**config.mk**
```make
export PLATFORM = sky130hd
export DESIGN_NAME = seg7_capture
export DESIGN_NICKNAME = d
export VERILOG_FILES = /design/src/rtl/seg7_pkg.sv /design/src/rtl/seg7_glyph_decode.sv /design/src/rtl/seg7_capture.sv
export SDC_FILE = /design/constraint.sdc
export NUM_CORES = 1
export LEC_CHECK = 0
export BUFFER_PORTS_ARGS = -buffer_cell sky130_fd_sc_hd__buf_4
export CAP_MARGIN = 40
export CORE_MARGIN = 2
export CORE_UTILIZATION = 40
export CTS_CLUSTER_SIZE = 16
export DETAILED_ROUTE_END_ITERATION = 8
export HOLD_SLACK_MARGIN = 0.12
export SYNTH_ARGS = -nofsm -noshare
export SYNTH_HDL_FRONTEND = slang
export SYNTH_SLANG_ARGS = --single-unit
export TNS_END_PERCENT = 50
```
**constraint.sdc**
```tcl
create_clock -name clk -period 2.3 [get_ports clk]
set_input_delay 0.46 -clock clk [delete_from_list [all_inputs] [get_ports clk]]
set_output_delay 0.46 -clock clk [all_outputs]
set_load 0.01 [all_outputs]
```
**src/rtl/seg7_pkg.sv**
```systemverilog
// rtl/seg7_pkg.sv - shared constants and glyph table for the 7-segment display path
package seg7_pkg;

    localparam int SEG_W    = 8;
    localparam int DIGITS   = 4;
    localparam int NIBBLE_W = 4;

    // Active-high segment patterns (bits 6:0 = g..a) for hex digits 0..F
    localparam logic [6:0] GLYPH_TABLE [16] = '{
        7'h3F, 7'h06, 7'h5B, 7'h4F, 7'h66, 7'h6D, 7'h7D, 7'h27,
        7'h7F, 7'h6F, 7'h77, 7'h7C, 7'h58, 7'h5E, 7'h79, 7'h71
    };

endpackage

```
**src/rtl/seg7_glyph_decode.sv**
```systemverilog
// rtl/seg7_glyph_decode.sv - combinational active-low segment pattern to hex nibble lookup
module seg7_glyph_decode
    import seg7_pkg::*;
(
    input  logic [6:0]          seg_n,
    output logic                hit,
    output logic [NIBBLE_W-1:0] nibble
);

    logic [6:0] seg_on;

    always_comb begin
        seg_on = ~seg_n;
        hit    = 1'b0;
        nibble = '0;
        for (int i = 0; i < 16; i++) begin
            if (seg_on == GLYPH_TABLE[i]) begin
                hit    = 1'b1;
                nibble = NIBBLE_W'(i);
            end
        end
    end

endmodule

```
**src/rtl/seg7_capture.sv**
```systemverilog
// rtl/seg7_capture.sv - rebuilds the four displayed hex digits from the muxed display bus
// Optional SEG7_CAPTURE_DP_EN: capture per-digit decimal points into dp_out.
module seg7_capture
    import seg7_pkg::*;
#(
    parameter int STABLE_CYCLES = 4
) (
    input  logic                         clk,
    input  logic                         rst,
    input  logic [DIGITS-1:0]            an_n,
    input  logic [SEG_W-1:0]             seg_n,
    output logic [DIGITS*NIBBLE_W-1:0]   value,
    output logic [DIGITS-1:0]            dig_err,
    output logic [DIGITS-1:0]            dp_out,
    output logic                         frame_valid
);

    localparam int               CNT_W      = $clog2(STABLE_CYCLES + 1);
    localparam logic [CNT_W-1:0] CNT_TARGET = CNT_W'(STABLE_CYCLES);

    logic [DIGITS+SEG_W-1:0]         sample_q, sample_d;
    logic [CNT_W-1:0]                count_q, count_d;
    logic                            done_q, done_d;
    logic [DIGITS-1:0]               mask_q, mask_d;
    logic [DIGITS-1:0][NIBBLE_W-1:0] shadow_nib_q, shadow_nib_d;
    logic [DIGITS-1:0]               shadow_err_q, shadow_err_d;
    logic [DIGITS*NIBBLE_W-1:0]      value_q, value_d;
    logic [DIGITS-1:0]               dig_err_q, dig_err_d;
    logic                            frame_valid_q, frame_valid_d;
`ifdef SEG7_CAPTURE_DP_EN
    logic [DIGITS-1:0]               shadow_dp_q, shadow_dp_d;
    logic [DIGITS-1:0]               dp_out_q, dp_out_d;
`endif

    logic                glyph_hit;
    logic [NIBBLE_W-1:0] glyph_nib;
    logic                changed;
    logic                sel_valid;
    logic [1:0]          sel_idx;
    logic                accept;

    seg7_glyph_decode u_decode (
        .seg_n  (seg_n[6:0]),
        .hit    (glyph_hit),
        .nibble (glyph_nib)
    );

    always_comb begin
        sample_d = {an_n, seg_n};
        changed  = (sample_d != sample_q);
        if (changed)
            count_d = CNT_W'(1);
        else if (count_q == CNT_TARGET)
            count_d = count_q;
        else
            count_d = count_q + CNT_W'(1);

        sel_valid = 1'b1;
        sel_idx   = 2'd0;
        case (an_n)
            4'b1110: sel_idx = 2'd0;
            4'b1101: sel_idx = 2'd1;
            4'b1011: sel_idx = 2'd2;
            4'b0111: sel_idx = 2'd3;
            default: sel_valid = 1'b0;
        endcase

        // A change re-arms the dwell, so the done flag only blocks repeats within one run
        accept = sel_valid && (count_d == CNT_TARGET) && (changed || !done_q);
        done_d = accept ? 1'b1 : (changed ? 1'b0 : done_q);

        mask_d        = mask_q;
        shadow_nib_d  = shadow_nib_q;
        shadow_err_d  = shadow_err_q;
        value_d       = value_q;
        dig_err_d     = dig_err_q;
        frame_valid_d = 1'b0;
`ifdef SEG7_CAPTURE_DP_EN
        shadow_dp_d   = shadow_dp_q;
        dp_out_d      = dp_out_q;
`endif

        if (accept) begin
            shadow_nib_d[sel_idx] = glyph_nib;
            shadow_err_d[sel_idx] = ~glyph_hit;
`ifdef SEG7_CAPTURE_DP_EN
            shadow_dp_d[sel_idx]  = ~seg_n[7];
`endif
            mask_d[sel_idx] = 1'b1;
            if (mask_d == '1) begin
                value_d       = shadow_nib_d;
                dig_err_d     = shadow_err_d;
`ifdef SEG7_CAPTURE_DP_EN
                dp_out_d      = shadow_dp_d;
`endif
                mask_d        = '0;
                frame_valid_d = 1'b1;
            end
        end
    end

    always_ff @(posedge clk) begin
        if (rst) begin
            sample_q      <= '0;
            count_q       <= '0;
            done_q        <= 1'b0;
            mask_q        <= '0;
            shadow_nib_q  <= '0;
            shadow_err_q  <= '0;
            value_q       <= '0;
            dig_err_q     <= '0;
            frame_valid_q <= 1'b0;
`ifdef SEG7_CAPTURE_DP_EN
            shadow_dp_q   <= '0;
            dp_out_q      <= '0;
`endif
        end else begin
            sample_q      <= sample_d;
            count_q       <= count_d;
            done_q        <= done_d;
            mask_q        <= mask_d;
            shadow_nib_q  <= shadow_nib_d;
            shadow_err_q  <= shadow_err_d;
            value_q       <= value_d;
            dig_err_q     <= dig_err_d;
            frame_valid_q <= frame_valid_d;
`ifdef SEG7_CAPTURE_DP_EN
            shadow_dp_q   <= shadow_dp_d;
            dp_out_q      <= dp_out_d;
`endif
        end
    end

    assign value       = value_q;
    assign dig_err     = dig_err_q;
    assign frame_valid = frame_valid_q;
`ifdef SEG7_CAPTURE_DP_EN
    assign dp_out      = dp_out_q;
`else
    assign dp_out      = '0;
`endif

endmodule

```
## Word-level counts from Yosys, hierarchy flattened

Cells that the tools add are included.

- Add/sub/neg operators: 1
- Magnitude comparators: 2
- Equal/unequal tests: 24
- Mux-type cells: 45
- Bitwise logic cells: 4
- Reduce and logical (&&, ||, !) cells: 9

Operators with widths:

| cell | count |
|---|---|
| == test 7 bit (second input constant) | 13 |
| 2-to-1 mux 4 bit | 10 |
| 2-to-1 mux 1 bit | 22 |
| 2-to-1 mux 3 bit | 6 |
| bitwise mux 16 bit | 1 |
| == test 4 bit (second input constant) | 4 |
| == test 7 x 6 -> 1 bit (second input constant) | 2 |
| inequality test 12 bit | 1 |
| demux 4 bit (select 2 bit) | 1 |
| == test 7 x 3 -> 1 bit (second input constant) | 1 |
| inverter 7 bit | 1 |
| == test 3 bit (second input constant) | 2 |
| one-hot mux 2 bit (3 select lines) | 1 |
| bitwise mux 4 bit | 1 |
| == test 4 x 3 -> 1 bit (second input constant) | 1 |
| 2-to-1 mux 2 bit | 2 |
| OR 4 bit | 1 |
| OR reduction 4 bit | 1 |
| adder 3 x 1 -> 3 bit (second input constant) | 1 |
| logical AND 1 bit | 3 |
| less-than comparator 2 x 3 -> 1 bit (second input constant) | 1 |
| demux 1 bit (select 2 bit) | 1 |
| greater-or-equal comparator 2 x 1 -> 1 bit (second input constant) | 1 |
| inverter 1 bit | 2 |
| 5 further kinds | 5 |

- Register bits: 61
- Input port bits: 14
- Word-level logic and storage cells: 97

## Longest topological paths before layout

Gate-level depths: netlist of the first run.

- Word-level depth: 20
- Gate-level depth with buffers: 9

## By module

From an unflattened synthesis of the first run, not the netlist that was laid out.

- Cells, all modules: 358
- Area total of the unflattened synthesis: 3,198.1 µm²

By module, submodules not included:

| module | instances | cells each | area each (µm²) | seq. area each (µm²) |
|---|---|---|---|---|
| seg7_capture | 1 | 306 | 2,808.9 | 1,221.2 |
| seg7_glyph_decode | 1 | 52 | 389.1 | 0.0 |

## Worst setup path after synthesis of the first run

No wires, ideal clock.

- Path type: input-to-reg
- Start point: input an_n[3]
- End point: register value_q[5] (netlist: value[5])
- Arrival time: 2.103 ns
- Required time: 2.173 ns
- Slack: 0.070 ns
- Stages on the path: 8
- Path buffers: 2
- Cells stage by stage: buf_2 -> nand3_1 -> nor2_2 -> o21ai_0 -> a2111oi_2 -> a31oi_1 -> buf_2 -> o2bb2ai_1

- Longest elaborated chain between the ends: 9

Ends and longest elaborated chain:

| item | line | text |
|---|---|---|
| from (decl) | seg7_capture.sv:10 | `input logic [DIGITS-1:0] an_n,` |
| == test 4 x 3 -> 1 bit or == test 4 bit (tied branches) | seg7_capture.sv:60 | `case (an_n)` |
| one-hot mux 2 bit (3 select lines) | seg7_capture.sv:60 |  |
| less-than comparator 2 x 3 -> 1 bit (not written as such) or greater-or-equal comparator 2 x 1 -> 1 bit (tied branches) | seg7_capture.sv:84, seg7_capture.sv:89 |  |
| logical AND 1 bit (not written as such) | seg7_capture.sv:84, seg7_capture.sv:89 |  |
| 2-to-1 mux 1 bit (not written as such) | seg7_capture.sv:89 | `mask_d[sel_idx] = 1'b1;` |
| demux 1 bit (select 2 bit) | seg7_capture.sv:89 |  |
| OR 4 bit (no source line) | n/a |  |
| == test 4 bit | seg7_capture.sv:90 | `if (mask_d == '1) begin` |
| AND reduction 2 bit (no source line) | n/a |  |
| to (signal assigned) | seg7_capture.sv:124 | `value_q <= value_d;` |
| to (decl) | seg7_capture.sv:27 | `logic [DIGITS*NIBBLE_W-1:0] value_q, value_d;` |

Parallel ways exist; a longest one is shown, timed or not.
A chain may end at the register's enable or synchronous reset.

## Final worst setup path of the first run

- Start point: register count_q[0]
- End point: register shadow_err_q[2]

- Longest elaborated chain between the ends: 6

Ends and longest elaborated chain:

| item | line | text |
|---|---|---|
| from (decl) | seg7_capture.sv:22 | `logic [CNT_W-1:0] count_q, count_d;` |
| from (signal assigned) | seg7_capture.sv:119 | `count_q <= count_d;` |
| adder 3 x 1 -> 3 bit or == test 3 bit (tied branches) | seg7_capture.sv:56, seg7_capture.sv:53 |  |
| 2-to-1 mux 3 bit * | seg7_capture.sv:53 | `else if (count_q == CNT_TARGET)` |
| 2-to-1 mux 3 bit * | seg7_capture.sv:51 | `if (changed)` |
| == test 3 bit * | seg7_capture.sv:69 | `accept = sel_valid && (count_d == CNT_TARGET) && (changed \|\| !done_q);` |
| logical AND 1 bit * (2 in a row) | seg7_capture.sv:69 |  |
| to (signal assigned) | seg7_capture.sv:123 | `shadow_err_q <= shadow_err_d;` |
| to (decl) | seg7_capture.sv:26 | `logic [DIGITS-1:0] shadow_err_q, shadow_err_d;` |

Mark *: on every way between the ends. The rest lies on a longest branch, timed or not.

==> results_dict.tcl, run 1 <==
set metrics [dict create \
    syn_inst 292 \
    synth_warnings 0 \
    hold_buffers 0 \
    wirelength_um 6510 \
    hold_ws_ps 353 \
    synth_edf_count 0 \
    clock_latency_ps 340 \
    synth_top_area_frac 0.410 \
    hold_viol_final 0 \
    antenna_found_initial 0 \
    powerDensity_nw_per_um2 644 \
    leakagePower_uw 0.00135 \
    synth_top_area_cell "dfxtp_1" \
    yosysSeqAreaShare 0.410 \
    period_share 0.927 \
    overflow 0 \
    cts_tree "built" \
    nets 351 \
    synth_area_um2 2980 \
    cp_max_fo 6 \
    drc 0 \
    ant_nets 0 \
    core_um2 7210 \
    h-tree-depth 3 \
    setup-violations-final 0 \
    post-place-ws_ps -108 \
    final_core_util 0.507 \
    outcome "finished, final reports clean" \
    grt_use_total 0.166 \
    fin_crit_ps 2130 \
    fmax_ghz 0.469 \
    vias 2283 \
    drt_iter0_markers 99 \
    ios 39 \
    placementRows 31 \
    die_h_um 90.2 \
    async_reset_ff_frac 0 \
    hold_class "input port to flip-flop" \
    ys.flop_type "dfxtp_1" \
    grt_pass1_vias 2155 \
    fin_ws_ps 168 \
    cts-root-buf "clkbuf_8" \
    final_cells 438 \
    dieArea_um2 8140 \
    dpl.cell_count 423 \
    cts_sinks 61 \
    syn_to_final_growth_pct 22.9 \
    dp_hpwl_um 4440 \
    drv_slew 0 \
    io_buffers 34 \
    dpl_cell_area_um2 3410 \
    ir_worst_vdd_mv 0.387 \
    drive_gt1_frac 0.257 \
    die_x_um 90.2 \
    n_antenna_cell 0 \
    via_per_inst 5.21 \
    syn_area_per_cell_um2 10.2 \
    finClkSkew_ps 10.8 \
    critPathMaxStageDelay_ps 360 \
    cts_made_buffers 9 \
    cp_cell_sequence "inv_1 > ha_1 > o32a_1 > a21o_2 > nor4_4 > buf_4 > mux2i_1 > nor2_1" \
    slowest_stage "dfxtp_2" \
    worstSetupPathType "flip-flop to flip-flop" \
    crit_arrival_ps 2340 \
    cp.required_ps 2510 \
    cts.path.max_buffers 2 \
    design_area_um2 3660 \
    grt_pass1_wl_um 10900 \
    yosys_register_bits 61 \
    postCtsSetupRepairBufs 0 \
    grt_max_degree 38 \
    cp-start-kind "flip-flop" \
    max_cap_violations 0 \
    worstSetupEndpointType "flip-flop" \
    routedWlPerCell_um 14.9 \
    synth_cell_types 53 \
    first_pass_iters 4 \
    gp_congestion 0.828 \
    fill_cells 693 \
    synthTopCellsByArea "dfxtp_1 (41%), mux2i_1 (14%), o2bb2ai_1 (5.9%)" \
    clkTransAtPathRegs_ps 70 \
    grt_setup_unrepaired "false" \
    initial_core_util 0.412 \
]
## kinds of logic after synthesis
family	after synthesis	synth area share
buf+inv	30	0.0547
xor+xnor	17	0.0500
simple gates	87	0.193
compound gates	53	0.145
mux	41	0.138
fa+ha+maj	2	0.00841
other cells	1	0.00126
flops	61	0.410
## state kept, by name (all words and copies together), names as in the netlist, 3 cells and up
| signal | count |
|---|---|
| count_q | 3 |
| dig_err | 4 |
| sample_q | 12 |
| value | 16 |
| mask_q | 4 |
| shadow_err_q | 4 |
| shadow_nib_q | 16 |
## cells in the final DEF (no fill, tap or decap), types with 3 or more instances in the layout
cell type	count
clkbuf_8	11
nor4_4	5
o2bb2ai_1	20
xor2_1	14
nand3_1	4
mux2i_1	41
xnor2_1	3
buf_4	51
nor2_1	33
o21a_1	5
o21ai_0	5
dfxtp_1	60
nor3_1	3
a21oi_1	3
conb_1	4
nor2b_1	10
a211oi_1	3
nand3b_1	6
nand2_1	9
inv_1	4
## area by class of cell
type	instances	area, µm²	share of cell area
Clock inverter	3	68.8	0.0188
Multi-Input combinational cell	204	1630	0.445
Tap cell	99	124	0.0339
Inverter	4	15.0	0.00411
Clock buffer	12	155	0.0424
Sequential cell	61	1220	0.334
Timing Repair Buffer	55	445	0.122
## worst paths after layout
path | from | cells past startpoint | slack (ps) | end
setup / recovery | count_q[0]$_SDFF_PP0_ | 8 | 170 | shadow_err_q[2]$_SDFFE_PP0P_
hold / removal | seg_n[7] | 2 | 350 | sample_q[7]$_SDFF_PP0_
setup reg to reg | count_q[0]$_SDFF_PP0_ | 8 | 170 | shadow_err_q[2]$_SDFFE_PP0P_
hold reg to reg | value[6]$_SDFFE_PP0P_ | 1 | 470 | value[6]$_SDFFE_PP0P_
## cell usage after synthesis (all sizes together), types with 2 or more instances
cell / instances
nor2b: 10
o21a: 5
nor4: 7
clkbuf: 11
o2bb2ai: 20
o21ai: 5
xor2: 14
ha: 2
nand3b: 6
nor3: 3
nor4bb: 2
a21oi: 3
xnor2: 3
nand4b: 2
nor2: 34
a31oi: 2
o41ai: 2
nand3: 5
buf: 15
nand2: 9
dfxtp: 61
mux2i: 41
inv: 4
a211oi: 4
or2: 2
## critical path, delay by kind of cell, from the launching register on
kind	cells	cell delay (ps)
DFF	1	360
and+or+nand+nor	2	290
buffers and inverters	2	290
AOI/OAI and AO/OA	2	630
muxes	1	200
adders and majority gates	1	230
## per-stage QoR
stage                     power (µW)  setup TNS (ps)
final                           2360               0
after detailed placement        1310           -1980
after floorplan                 1250               0
after CTS                       2380               0
after global routing            2450               0
after global placement          1300               0
## repair_timing
item	in CTS	in global routing
setup endpoints to repair	24	39
endpoints found under the hold margin	0	0
resized for setup	2	4
## report_power, final
part | internal [µW] | switching [µW] | total [µW]
registers | 1070 | 5.49 | 1070
clock network | 666 | 407 | 1070
logic | 84.6 | 124 | 209
## per-layer routing
layer / global-route usage / vias up / part of all wire
met4: 0.0564 / 0 / 0.018
met2: 0.240 / 55 / 0.44
met1: 0.230 / 1084 / 0.49
met5: 0 / - / 0
li1: - / 1131 / -
met3: 0.0570 / 13 / 0.051
Power figures use the tool's default switching activity.
==> run 2: changes to the inputs <==
Settings changed: PLACE_DENSITY_LB_ADDON set to 0.3.
==> run 2 against run 1 <==
Against the previous run: utilization barely moved; cell count rose by 0.23%; clock power rose by 7%; die area stayed put; critical path type unchanged; critical endpoint is now shadow_nib_q[15]$_SDFFE_PP0P_; largest cell class unchanged; largest power group is now the clock network; highest routed layer unchanged.
==> results_dict.tcl, run 2 (synthesized netlist as in run 1, its figures left out) <==
set metrics [dict create \
    outcome "finished, final reports clean" \
    hold_class "input port to flip-flop" \
    clkTransAtPathRegs_ps 70 \
    fin_crit_ps 2130 \
    max_cap_violations 0 \
    sw_frac_of_total 0.228 \
    cts.path.max_buffers 2 \
    worstSetupPathType "flip-flop to flip-flop" \
    worst_pin_slew_ps 501 \
    hold_viol_final 0 \
    p_sw_uw 553 \
    syn_to_final_growth_pct 22.8 \
    antenna_found_initial 0 \
    internal_power_uw 1870 \
    power.total_uw 2420 \
    n_antenna_cell 0 \
    tns_ps 0 \
    leakagePower_uw 0.00135 \
    slew_headroom 0.665 \
    period_share 0.928 \
    grt_max_degree 38 \
    final_common_cell "dfxtp_1" \
    cp.required_ps 2510 \
    overflow 0 \
    drc 0 \
    drive_gt1_frac 0.259 \
    grt_use_total 0.160 \
    final_cell_mix "dfxtp_1 (60), buf_4 (53), mux2i_1 (41), nor2_1 (33), o2bb2ai_1 (20)" \
    clock_latency_ps 330 \
    setup-violations-final 0 \
    drt_iter0_markers 99 \
    drv_slew 0 \
    vias 2250 \
    io_buffers 34 \
    via_per_inst 5.13 \
    cts_sinks 61 \
    crit_arrival_ps 2350 \
    grt_pass1_vias 2154 \
    wirelength_um 6320 \
    ant_nets 0 \
    worstSetupEndpointType "flip-flop" \
    cp_max_fo 5 \
    postCtsSetupRepairBufs 0 \
    hold_ws_ps 362 \
    hold_buffers 0 \
    core_um2 7210 \
    grt_pass1_wl_um 10700 \
    finClkSkew_ps 7.77 \
    cp-start-kind "flip-flop" \
    ios 39 \
    cts-root-buf "clkbuf_8" \
    die_h_um 90.2 \
    first_pass_iters 4 \
    ir_worst_vdd_mv 0.533 \
    gp_congestion 0.815 \
    nets 351 \
    powerDensity_nw_per_um2 663 \
    dieArea_um2 8140 \
    fmax_ghz 0.468 \
    power_frac_seq 0.443 \
    power_frac_comb 0.084 \
    routedWlPerCell_um 14.4 \
    clockPowerShare 0.473 \
    h-tree-depth 3 \
    initial_core_util 0.412 \
    cts.repair.resized 1 \
    dp_hpwl_um 4310 \
    cts_tree "built" \
    die_x_um 90.2 \
    cts_made_buffers 9 \
    placementRows 31 \
]
## run 2: cell types whose count changed in the layout (fill, tap and decap cells not counted), sizes merged
cell	change
clkbuf	-2
clkinv	+1
clkinvlp	+1
bufinv	+1
## run 2: worst paths after layout
| check | end | cells after the start | slack [ps] | startpoint |
|---|---|---|---|---|
| hold / removal | sample_q[7]$_SDFF_PP0_ | 2 | 360 | seg_n[7] |
| setup / recovery | shadow_nib_q[15]$_SDFFE_PP0P_ | 8 | 170 | count_q[0]$_SDFF_PP0_ |
| hold reg to reg | value[5]$_SDFFE_PP0P_ | 1 | 470 | value[5]$_SDFFE_PP0P_ |
| setup reg to reg | shadow_nib_q[15]$_SDFFE_PP0P_ | 8 | 170 | count_q[0]$_SDFF_PP0_ |
## run 2: worst max-delay path, cell delays in order, from the launching register on
cell and delay (ps):
dfxtp_2 370, inv_1 80, ha_1 220, o32a_1 350
a21o_2 280, nor4_4 240, buf_4 210, mux2i_1 200
nor2_1 50
## run 2: power by group through the flow
| stage | Sequential, µW | Combinational [µW] | Clock, µW |
|---|---|---|---|
| 2_1_floorplan | 1100 | 149 | 0 |
| 4_1_cts | 1070 | 205 | 1170 |
| 3_3_place_gp | 1100 | 202 | 0 |
| 6_report | 1070 | 205 | 1150 |
| 3_5_place_dp | 1100 | 203 | 0 |
| 5_1_grt | 1070 | 222 | 1210 |
## run 2: cell type report
cell class	instances	area [µm²]
Tap cell	99	124
Clock buffer	10	128
Clock inverter	6	111
Multi-Input combinational cell	204	1630
Inverter	4	15.0
Sequential cell	61	1220
Timing Repair Buffer	55	429
Fill cell	696	3560
## run 2: layer usage
layer | up-vias | share of wire | GRT usage
li1 | 1124 | - | -
met1 | 1070 | 0.51 | 0.231
met2 | 48 | 0.45 | 0.240
met3 | 8 | 0.032 | 0.0293
met4 | 0 | 0.014 | 0.0577
met5 | - | 0 | 0
## run 2: per-stage QoR
step           std cells  utilization  worst slack [ps]  instance area [µm²]
3_5_place_dp         423        0.471             -40.4                 3390
4_1_cts              439        0.505              20.2                 3640
5_1_grt              439        0.507             -5.46                 3650
6_report             439        0.507               165                 3650
2_1_floorplan        295            -              69.7                 2990
3_3_place_gp         423        0.471              3.76                 3390
==> run 3: changes to the inputs <==
Settings changed: CORE_UTILIZATION 40 to 45, GPL_TIMING_DRIVEN set to 0.
==> run 3 against run 2 <==
Against the previous run: register-to-register slack worse by 80 ps; combinational power about the same; worst setup slack worse by 84 ps; die area down 11%; clock skew up 2.8 ps; sequential power about the same; non-clock buffer count up 5; flip-flop and latch count unchanged; final area down 1.9%; maximum frequency down 3.8%; clock power down 27%; sequential share of layout area up 0.64 points; critical endpoint is now shadow_nib_q[8]$_SDFFE_PP0P_.
==> results_dict.tcl, run 3 (synthesized netlist as in run 1, its figures left out) <==
set metrics [dict create \
    grt_pass1_wl_um 10200 \
    design_area_um2 3590 \
    cts_tree "built" \
    power.total_uw 2120 \
    final_cell_mix "dfxtp_1 (60), buf_4 (43), mux2i_1 (41), nor2_1 (33), o2bb2ai_1 (20)" \
    hold_ws_ps 353 \
    grt.met1_usage 0.231 \
    initial_core_util 0.466 \
    h-tree-depth 3 \
    slew_headroom 0.462 \
    cp.required_ps 2510 \
    period_share 0.964 \
    worstSetupEndpointType "flip-flop" \
    grt_util_met3 0.0593 \
    cp_max_fo 10 \
    fmax_ghz 0.451 \
    ios 39 \
    gp_congestion 0.776 \
    worst_pin_slew_ps 804 \
    use_met2 0.277 \
    crit_buf_inv 2 \
    finClkSkew_ps 10.6 \
    final_common_cell "dfxtp_1" \
    wirelength_um 6500 \
    post-place-ws_ps -446 \
    clock_latency_ps 350 \
    grt_use_total 0.180 \
    cp_num_cells 8 \
    cts.path.max_buffers 2 \
    drc 0 \
    vias 2314 \
    ant_nets 0 \
    ir_worst_vdd_mv 0.500 \
    clkTransAtPathRegs_ps 70 \
    dp_hpwl_um 4380 \
    die_x_um 85.3 \
    overflow 0 \
    die_h_um 85.3 \
    via_per_inst 5.48 \
    placementRows 29 \
    slowest_stage "nor4_4" \
    hold_class "input port to flip-flop" \
    antenna_found_initial 0 \
    drt_iter0_markers 59 \
    nets 356 \
    n_antenna_cell 0 \
    r2r_cells 7 \
    drv_slew 0 \
    cts_made_buffers 9 \
    setup-violations-final 0 \
    fin_crit_ps 2220 \
    syn_to_final_growth_pct 20.5 \
    cts-root-buf "clkbuf_8" \
    grt_setup_unrepaired "false" \
    worstSetupPathType "input port to flip-flop" \
    outcome "finished, final reports clean" \
    hold_depth 2 \
    tns_ps 0 \
    grt_max_degree 13 \
    core_um2 6390 \
    hold_viol_final 0 \
    r2r_slack_ps 90 \
    busiest_layer "met2" \
    crit_arrival_ps 2430 \
    leakagePower_uw 0.00130 \
    drive_gt1_frac 0.243 \
    powerDensity_nw_per_um2 590 \
    dieArea_um2 7280 \
    cp-start-kind "input port" \
    dpl_cell_area_um2 3300 \
    max_cap_violations 0 \
    crit_family "simple AND/OR/NAND/NOR gates" \
    first_pass_iters 4 \
    io_buffers 28 \
    cp_cell_sequence "buf_4 > buf_2 > xor2_1 > nor4_2 > nand3_4 > nor4_4 > mux2i_1 > nor2_1" \
    critPathMaxStageDelay_ps 610 \
    routedWlPerCell_um 15.4 \
    grt_pass1_vias 2132 \
    cts_sinks 61 \
    fin_ws_ps 81.8 \
]
==> run 3: layout make-up <==
type	count	area [µm²]
multi-input cells	204	1660
well taps	77	96.3
repair buffers	36	268
clock inverters	6	50.0
clock buffers	10	128
fillers	573	2800
inverters	4	15.0
plain buffers	24	148
flip-flops and latches	61	1220
==> run 3: what timing repair did <==
item                                    in CTS  in global routing
hold endpoints to repair                     0                  0
gates resized for setup                     10                  5
hold buffers                                 0                  0
endpoints found under the setup margin      44                 44
buffers inserted                             0                  7
pin swaps                                    1                  5
==> run 3: final timing paths <==
| path | start | to |
|---|---|---|
| worst max-delay path | seg_n[2] | shadow_nib_q[8]$_SDFFE_PP0P_ |
| worst min register to register | value[13]$_SDFFE_PP0P_ | value[13]$_SDFFE_PP0P_ |
| worst max register to register | count_q[0]$_SDFF_PP0_ | shadow_nib_q[8]$_SDFFE_PP0P_ |
| worst min-delay path | seg_n[7] | sample_q[7]$_SDFF_PP0_ |
==> run 3: where the power goes <==
part,internal [µW],leakage (µW),switching [µW]
registers,1070,0.000495,5.55
logic,79.7,0.000726,125
clock network,397,0.0000827,442
total,1540,0.00130,573
==> run 3: metal layers <==
layer  vias to the layer above  wire length (µm)
li1                       1136                 -
met1                      1083              3000
met2                        76              2910
met3                        19               367
met4                         0               221
met5                         -                 0
==> run 3: per-stage QoR <==
stage | util | cells
4_1_cts | 0.550 | 417
3_3_place_gp | 0.516 | 400
6_report | 0.562 | 422
2_1_floorplan | - | 295
3_5_place_dp | 0.516 | 401
5_1_grt | 0.562 | 422
